## src/rtl/lsu_mem_master.sv

```systemverilog
// Load/store initiator between the MEM stage and the data-memory port.
// Accepts one request at a time, drives the memory for one cycle and returns a registered response.

package lsu_mem_pkg;
    localparam logic [2:0] MEM_LB  = 3'b000;
    localparam logic [2:0] MEM_LH  = 3'b001;
    localparam logic [2:0] MEM_LW  = 3'b010;
    localparam logic [2:0] MEM_SB  = 3'b011;
    localparam logic [2:0] MEM_LBU = 3'b100;
    localparam logic [2:0] MEM_LHU = 3'b101;
    localparam logic [2:0] MEM_SH  = 3'b110;
    localparam logic [2:0] MEM_SW  = 3'b111;
endpackage

module lsu_mem_master
    import lsu_mem_pkg::*;
#(
    parameter int ADDR_WIDTH = 32,
    parameter int DATA_WIDTH = 32
) (
    input  logic                  clk,
    input  logic                  rst,
    input  logic                  req_valid,
    output logic                  req_ready,
    input  logic                  req_is_store,
    input  logic [2:0]            req_funct3,
    input  logic [ADDR_WIDTH-1:0] req_base,
    input  logic [11:0]           req_offset,
    input  logic [DATA_WIDTH-1:0] req_wdata,
    output logic                  resp_valid,
    input  logic                  resp_ready,
    output logic [DATA_WIDTH-1:0] resp_rdata,
    output logic                  resp_err,
    output logic [1:0]            resp_cause,
    output logic [ADDR_WIDTH-1:0] resp_addr,
    output logic                  mem_wr_en,
    output logic [2:0]            mem_op,
    output logic [ADDR_WIDTH-1:0] mem_addr,
    output logic [DATA_WIDTH-1:0] mem_data_wr,
    input  logic [DATA_WIDTH-1:0] mem_data_rd
);

    typedef enum logic [1:0] {IDLE, ACCESS, RESP} state_t;

    state_t state_q, state_d;

    logic [ADDR_WIDTH-1:0] ea;
    logic [2:0]            op_map;
    logic                  illegal;
    logic                  misaligned;
    logic [1:0]            cause;
    logic                  accept;

    logic [2:0]            op_q, op_d;
    logic                  is_store_q, is_store_d;
    logic [ADDR_WIDTH-1:0] resp_addr_q, resp_addr_d;
    logic [DATA_WIDTH-1:0] resp_rdata_q, resp_rdata_d;
    logic                  resp_err_q, resp_err_d;
    logic [1:0]            resp_cause_q, resp_cause_d;
    logic [ADDR_WIDTH-1:0] mem_addr_q, mem_addr_d;
    logic [DATA_WIDTH-1:0] mem_data_wr_q, mem_data_wr_d;

    // Request decode: effective address, op mapping, legality and alignment.
    always_comb begin
        ea         = req_base + {{(ADDR_WIDTH-12){req_offset[11]}}, req_offset};
        op_map     = MEM_LW;
        illegal    = 1'b0;
        misaligned = 1'b0;
        if (req_is_store) begin
            case (req_funct3)
                3'b000:  op_map = MEM_SB;
                3'b001:  op_map = MEM_SH;
                3'b010:  op_map = MEM_SW;
                default: illegal = 1'b1;
            endcase
        end else begin
            case (req_funct3)
                3'b000:  op_map = MEM_LB;
                3'b001:  op_map = MEM_LH;
                3'b010:  op_map = MEM_LW;
                3'b100:  op_map = MEM_LBU;
                3'b101:  op_map = MEM_LHU;
                default: illegal = 1'b1;
            endcase
        end
        case (req_funct3[1:0])
            2'b01:   misaligned = ea[0];
            2'b10:   misaligned = |ea[1:0];
            default: misaligned = 1'b0;
        endcase
        if (illegal) begin
            cause = 2'b11;
        end else if (misaligned) begin
            cause = req_is_store ? 2'b10 : 2'b01;
        end else begin
            cause = 2'b00;
        end
    end

    assign accept = (state_q == IDLE) && req_valid;

    always_ff @(posedge clk or posedge rst) begin
        if (rst) begin
            state_q <= IDLE;
        end else begin
            state_q <= state_d;
        end
    end

    always_comb begin
        state_d = state_q;
        case (state_q)
            IDLE: begin
                if (accept) begin
                    state_d = (cause == 2'b00) ? ACCESS : RESP;
                end
            end
            ACCESS:  state_d = RESP;
            RESP: begin
                if (resp_ready) begin
                    state_d = IDLE;
                end
            end
            default: state_d = IDLE;
        endcase
    end

    always_comb begin
        req_ready  = (state_q == IDLE) && !rst;
        resp_valid = (state_q == RESP);
        mem_wr_en  = (state_q == ACCESS) && is_store_q;
        mem_op     = (state_q == ACCESS) ? op_q : MEM_LW;
    end

    // mem_addr/mem_data_wr are only reloaded for legal accesses so they hold otherwise.
    always_comb begin
        op_d          = op_q;
        is_store_d    = is_store_q;
        resp_addr_d   = resp_addr_q;
        resp_rdata_d  = resp_rdata_q;
        resp_err_d    = resp_err_q;
        resp_cause_d  = resp_cause_q;
        mem_addr_d    = mem_addr_q;
        mem_data_wr_d = mem_data_wr_q;
        if (accept) begin
            op_d         = op_map;
            is_store_d   = req_is_store;
            resp_addr_d  = ea;
            resp_rdata_d = '0;
            resp_err_d   = (cause != 2'b00);
            resp_cause_d = cause;
            if (cause == 2'b00) begin
                mem_addr_d = ea;
                if (req_is_store) begin
                    mem_data_wr_d = req_wdata;
                end
            end
        end else if (state_q == ACCESS && !is_store_q) begin
            resp_rdata_d = mem_data_rd;
        end
    end

    always_ff @(posedge clk or posedge rst) begin
        if (rst) begin
            op_q          <= MEM_LW;
            is_store_q    <= 1'b0;
            resp_addr_q   <= '0;
            resp_rdata_q  <= '0;
            resp_err_q    <= 1'b0;
            resp_cause_q  <= 2'b00;
            mem_addr_q    <= '0;
            mem_data_wr_q <= '0;
        end else begin
            op_q          <= op_d;
            is_store_q    <= is_store_d;
            resp_addr_q   <= resp_addr_d;
            resp_rdata_q  <= resp_rdata_d;
            resp_err_q    <= resp_err_d;
            resp_cause_q  <= resp_cause_d;
            mem_addr_q    <= mem_addr_d;
            mem_data_wr_q <= mem_data_wr_d;
        end
    end

    assign resp_addr   = resp_addr_q;
    assign resp_rdata  = resp_rdata_q;
    assign resp_err    = resp_err_q;
    assign resp_cause  = resp_cause_q;
    assign mem_addr    = mem_addr_q;
    assign mem_data_wr = mem_data_wr_q;

endmodule
```

## config.mk

```make
export PLATFORM = sky130hd
export DESIGN_NAME = lsu_mem_master
export DESIGN_NICKNAME = d
export VERILOG_FILES = /design/src/rtl/lsu_mem_master.sv
export SDC_FILE = /design/constraint.sdc
export NUM_CORES = 1
export LEC_CHECK = 0
export CAP_MARGIN = 40
export CORE_MARGIN = 10
export CORE_UTILIZATION = 40
export CTS_CLUSTER_DIAMETER = 50
export CTS_CLUSTER_SIZE = 20
export DETAILED_ROUTE_END_ITERATION = 8
export PLACE_DENSITY = 0.74
export SLEW_MARGIN = 40
export SYNTH_ARGS = -nofsm -noshare
export SYNTH_HDL_FRONTEND = slang
export SYNTH_SLANG_ARGS = --single-unit
```

## constraint.sdc

```tcl
create_clock -name clk -period 12.13 [get_ports clk]
set_input_delay 3.0325 -clock clk [delete_from_list [all_inputs] [get_ports clk]]
set_output_delay 3.0325 -clock clk [all_outputs]
set_load 0.02 [all_outputs]
```

==> results.cfg <==
[status]
status = finished clean

[synthesis]
ys_top_cells_by_area = dfrtp_1 (48%), nand2_1 (8.9%), ha_1 (6.0%)
synth-seq-area-share_pct = 48.0
synth_nets = 904
netlist_area_um2 = 7140
synth-edff-count = 0
synth.largest_area_cell = dfrtp_1
yosys.cell_types.count = 62
syn_area_per_cell_um2 = 9.48
synth_flop_cell = dfrtp_1
ys_warn_count = 0
synth_cells = 753
async_flop_share_pct = 100
synth_seq_cells = 137
synth_top_area_share_pct = 47.7

[placed_design]
finalWeightedCongestion = 0.865
portBuffers = 252
place_ws_ns = 4.69
hpwl_um = 17500
place_area_um2 = 9820

[clock_network]
numCtsBuffers = 17
htree_num_levels = 4
clkSlewWorstSetupHoldPaths_ns = 0.06
cts_sinks = 137
cts_tree = done
post_cts_buffers = 0
hold_buffers = 0
clk_latency_ns = 0.42
cts_root_buf = clkbuf_16
postCtsResizedCells = 0
clk_path_buf_depth = 2

[critical_path]
rrSetupSlack_ns = 9.10
cp_top_family = buffers and inverters
cpMaxStageDelayCell = clkdlybuf4s50_1
r2r_cells = 7
worstSetupPathType = input port to output pin
crit_path_end_kind = output pin
startpoint_type = input port
worstPathCellList = clkdlybuf4s50_1 > nor3_1 > clkdlybuf4s50_1
r2r_start = state_q[0]$_DFFE_PP0P_
crit_buf_inv = 2
cp_slowest_stage_delay_ns = 0.66
worst_path_most_repeated_cell = clkdlybuf4s50_1
required_ns = 9.10
critPathMaxFanout = 2
reg2reg_to = mem_data_wr[2]$_DFFE_PP0P_
arrival_ns = 4.41

[min_path]
min_from = resp_rdata[16]$_DFFE_PP0P_
hold_path_depth = 2
hold_class = register to register
holdPathEnd = resp_rdata[16]$_DFFE_PP0P_

[routing]
avgViaCountPerCell = 5.15
wirelength_um = 22700
wl_per_cell_um = 18.5
drt-initial-drc-count = 323
drc = 0
routed-via-count = 6338
drt_pass1_iterations = 4
drt.antenna.violating_nets = 0

[final_layout]
nets = 1143
post-route-util_pct = 59.6
finalInstanceArea_um2 = 10400
fill_cells = 1531
drive_gt1_share_pct = 8.66
antenna_cells = 0
area_delta_synth_final_pct = 45.3

[sta]
worst_slew_pin_slew_ns = 0.701
fin_ws_ns = 4.69
slew_violations = 0
setup_viol = 0
period_share_pct = 61.4
rsz0062_at_grt = false
whs_ns = 0.463
skew_ns = 0.0117
fin_crit_ns = 7.44
hold_violations = 0
relSlewSlack_pct = 53.2
fin_setup_tns_ns = 0
fmax_mhz = 134

[grt]
grt_max_degree = 76
grt_first_pass_wirelength_um = 35500
overflow = 0
track_usage_pct = 18.5
grt_pass1_vias = 6456
antenna_found_initial = 0

[run]
maxCapViolCount = 0

[die]
die_w_um = 154
dieArea_um2 = 23600
core_area_um2 = 17400
initial_core_util_pct = 41.0
pin_count = 253
die_h_um = 154
core.rowCount = 48

[power_and_ir_drop]
p_leak_nw = 4.62
powerDensity_nw_per_um2 = 231
irDropWorstVdd_uv = 124
cell usage in the layout (no fill, tap or decap), types with 3 or more instances in the layout:
master / netlist / routed
clkdlybuf4s50_1: 0 / 251
nand2_1: 170 / 169
dfrtp_1: 136 / 136
o21ai_0: 75 / 75
a21oi_1: 45 / 45
nand3_1: 42 / 42
ha_1: 34 / 34
mux2_2: 33 / 33
nor2_1: 23 / 23
clkbuf_16: 0 / 17
xnor2_1: 15 / 15
a21o_1: 15 / 15
xor2_1: 12 / 12
inv_1: 12 / 11
nor3_1: 10 / 10
inv_6: 0 / 7
o211ai_1: 5 / 5
and3_1: 5 / 5
or4_1: 5 / 5
and2_1: 5 / 5
a211oi_1: 5 / 4
o21a_1: 4 / 4
a31oi_1: 4 / 4
nand4_1: 4 / 4
nand2b_1: 4 / 4
nor2b_1: 3 / 3
o21bai_1: 3 / 3
a221oi_1: 3 / 3
o31ai_1: 3 / 3
nor3b_1: 3 / 3
clkinv_4: 0 / 3
inv_8: 0 / 3
buf_4: 1 / 3
final cells by class:
class | instances | area (um^2) | share of cell area (%)
clock buffers | 17 | 425 | 4.10
clock inverters | 15 | 133 | 1.28
inverters | 13 | 53.8 | 0.519
multi-input cells | 567 | 3500 | 33.7
flip-flops and latches | 137 | 3430 | 33.1
well taps | 225 | 282 | 2.71
repair buffers | 256 | 2550 | 24.6
stage by stage:
stage	total power, mW	cells
global route	2.54	1230
CTS	2.43	1230
floorplan	1.33	753
finish	2.40	1230
global placement	1.90	1198
detailed placement	1.93	1198
synthesized netlist by cell type, types with 10 or more instances:
| library cell | n |
|---|---|
| ha_1 | 34 |
| xnor2_1 | 15 |
| xor2_1 | 12 |
| nand2_1 | 170 |
| inv_1 | 12 |
| clkbuf_1 | 25 |
| o21ai_0 | 75 |
| a21o_1 | 15 |
| nor2_1 | 23 |
| dfrtp_1 | 136 |
| nand3_1 | 42 |
| mux2_2 | 33 |
| a21oi_1 | 45 |
| nor3_1 | 10 |
worst reg2reg max path: stages (launching register included):
cell and delay [ns]:
dfrtp_1 0.54, nor2_1 0.14, nand2_4 0.43, or3_4 0.65, inv_2 0.27, nand2_1 0.13, buf_4 0.37, mux2_2 0.39
where the power goes:
part           total (mW)  leakage [nW]  internal [mW]  switching [mW]
registers           0.776          1.69          0.665           0.111
logic                1.13          2.66          0.523           0.605
clock network       0.494         0.271          0.270           0.224
logic make-up (layout without fill, tap and decap cells):
kind of cell,after synthesis,count (layout),share of synthesized area [%]
flip-flops,137,137,48.0
AO/OA/AOI/OAI,185,185,16.1
multiplexers,33,33,5.20
AND/OR/NAND/NOR,287,287,17.8
XOR/XNOR,27,27,3.31
buffers and inverters,49,301,3.31
adder cells (fa/ha/maj),35,35,6.24
worst max-delay path by stage:
| stage | startpoint | endpoint | slack, ns | depth (start not counted) |
|---|---|---|---|---|
| detailed placement | rst | req_ready | 4.69 | 3 |
| CTS | rst | req_ready | 4.69 | 3 |
| floorplan | rst | is_store_q$_DFFE_PP0P_ | 5.43 | 1 |
| finish | rst | req_ready | 4.69 | 3 |
| global route | rst | req_ready | 4.66 | 3 |
| global placement | rst | req_ready | 4.74 | 3 |
layer usage:
layer  track usage (%)  part of all wire, %
met2              31.9                   50
met1              22.5                   43
met3              4.38                  5.9
met4              5.58                  1.6
met5                 0                    0
flip-flops by register name (all words and copies together) (netlist names):
signal and count:
is_store_q 1, mem_addr 32, mem_data_wr 32, op_q 3, resp_addr 32, resp_cause 2, resp_err 1, resp_rdata 32
state_q 2
Note: power is estimated with default switching activity, not from simulation.
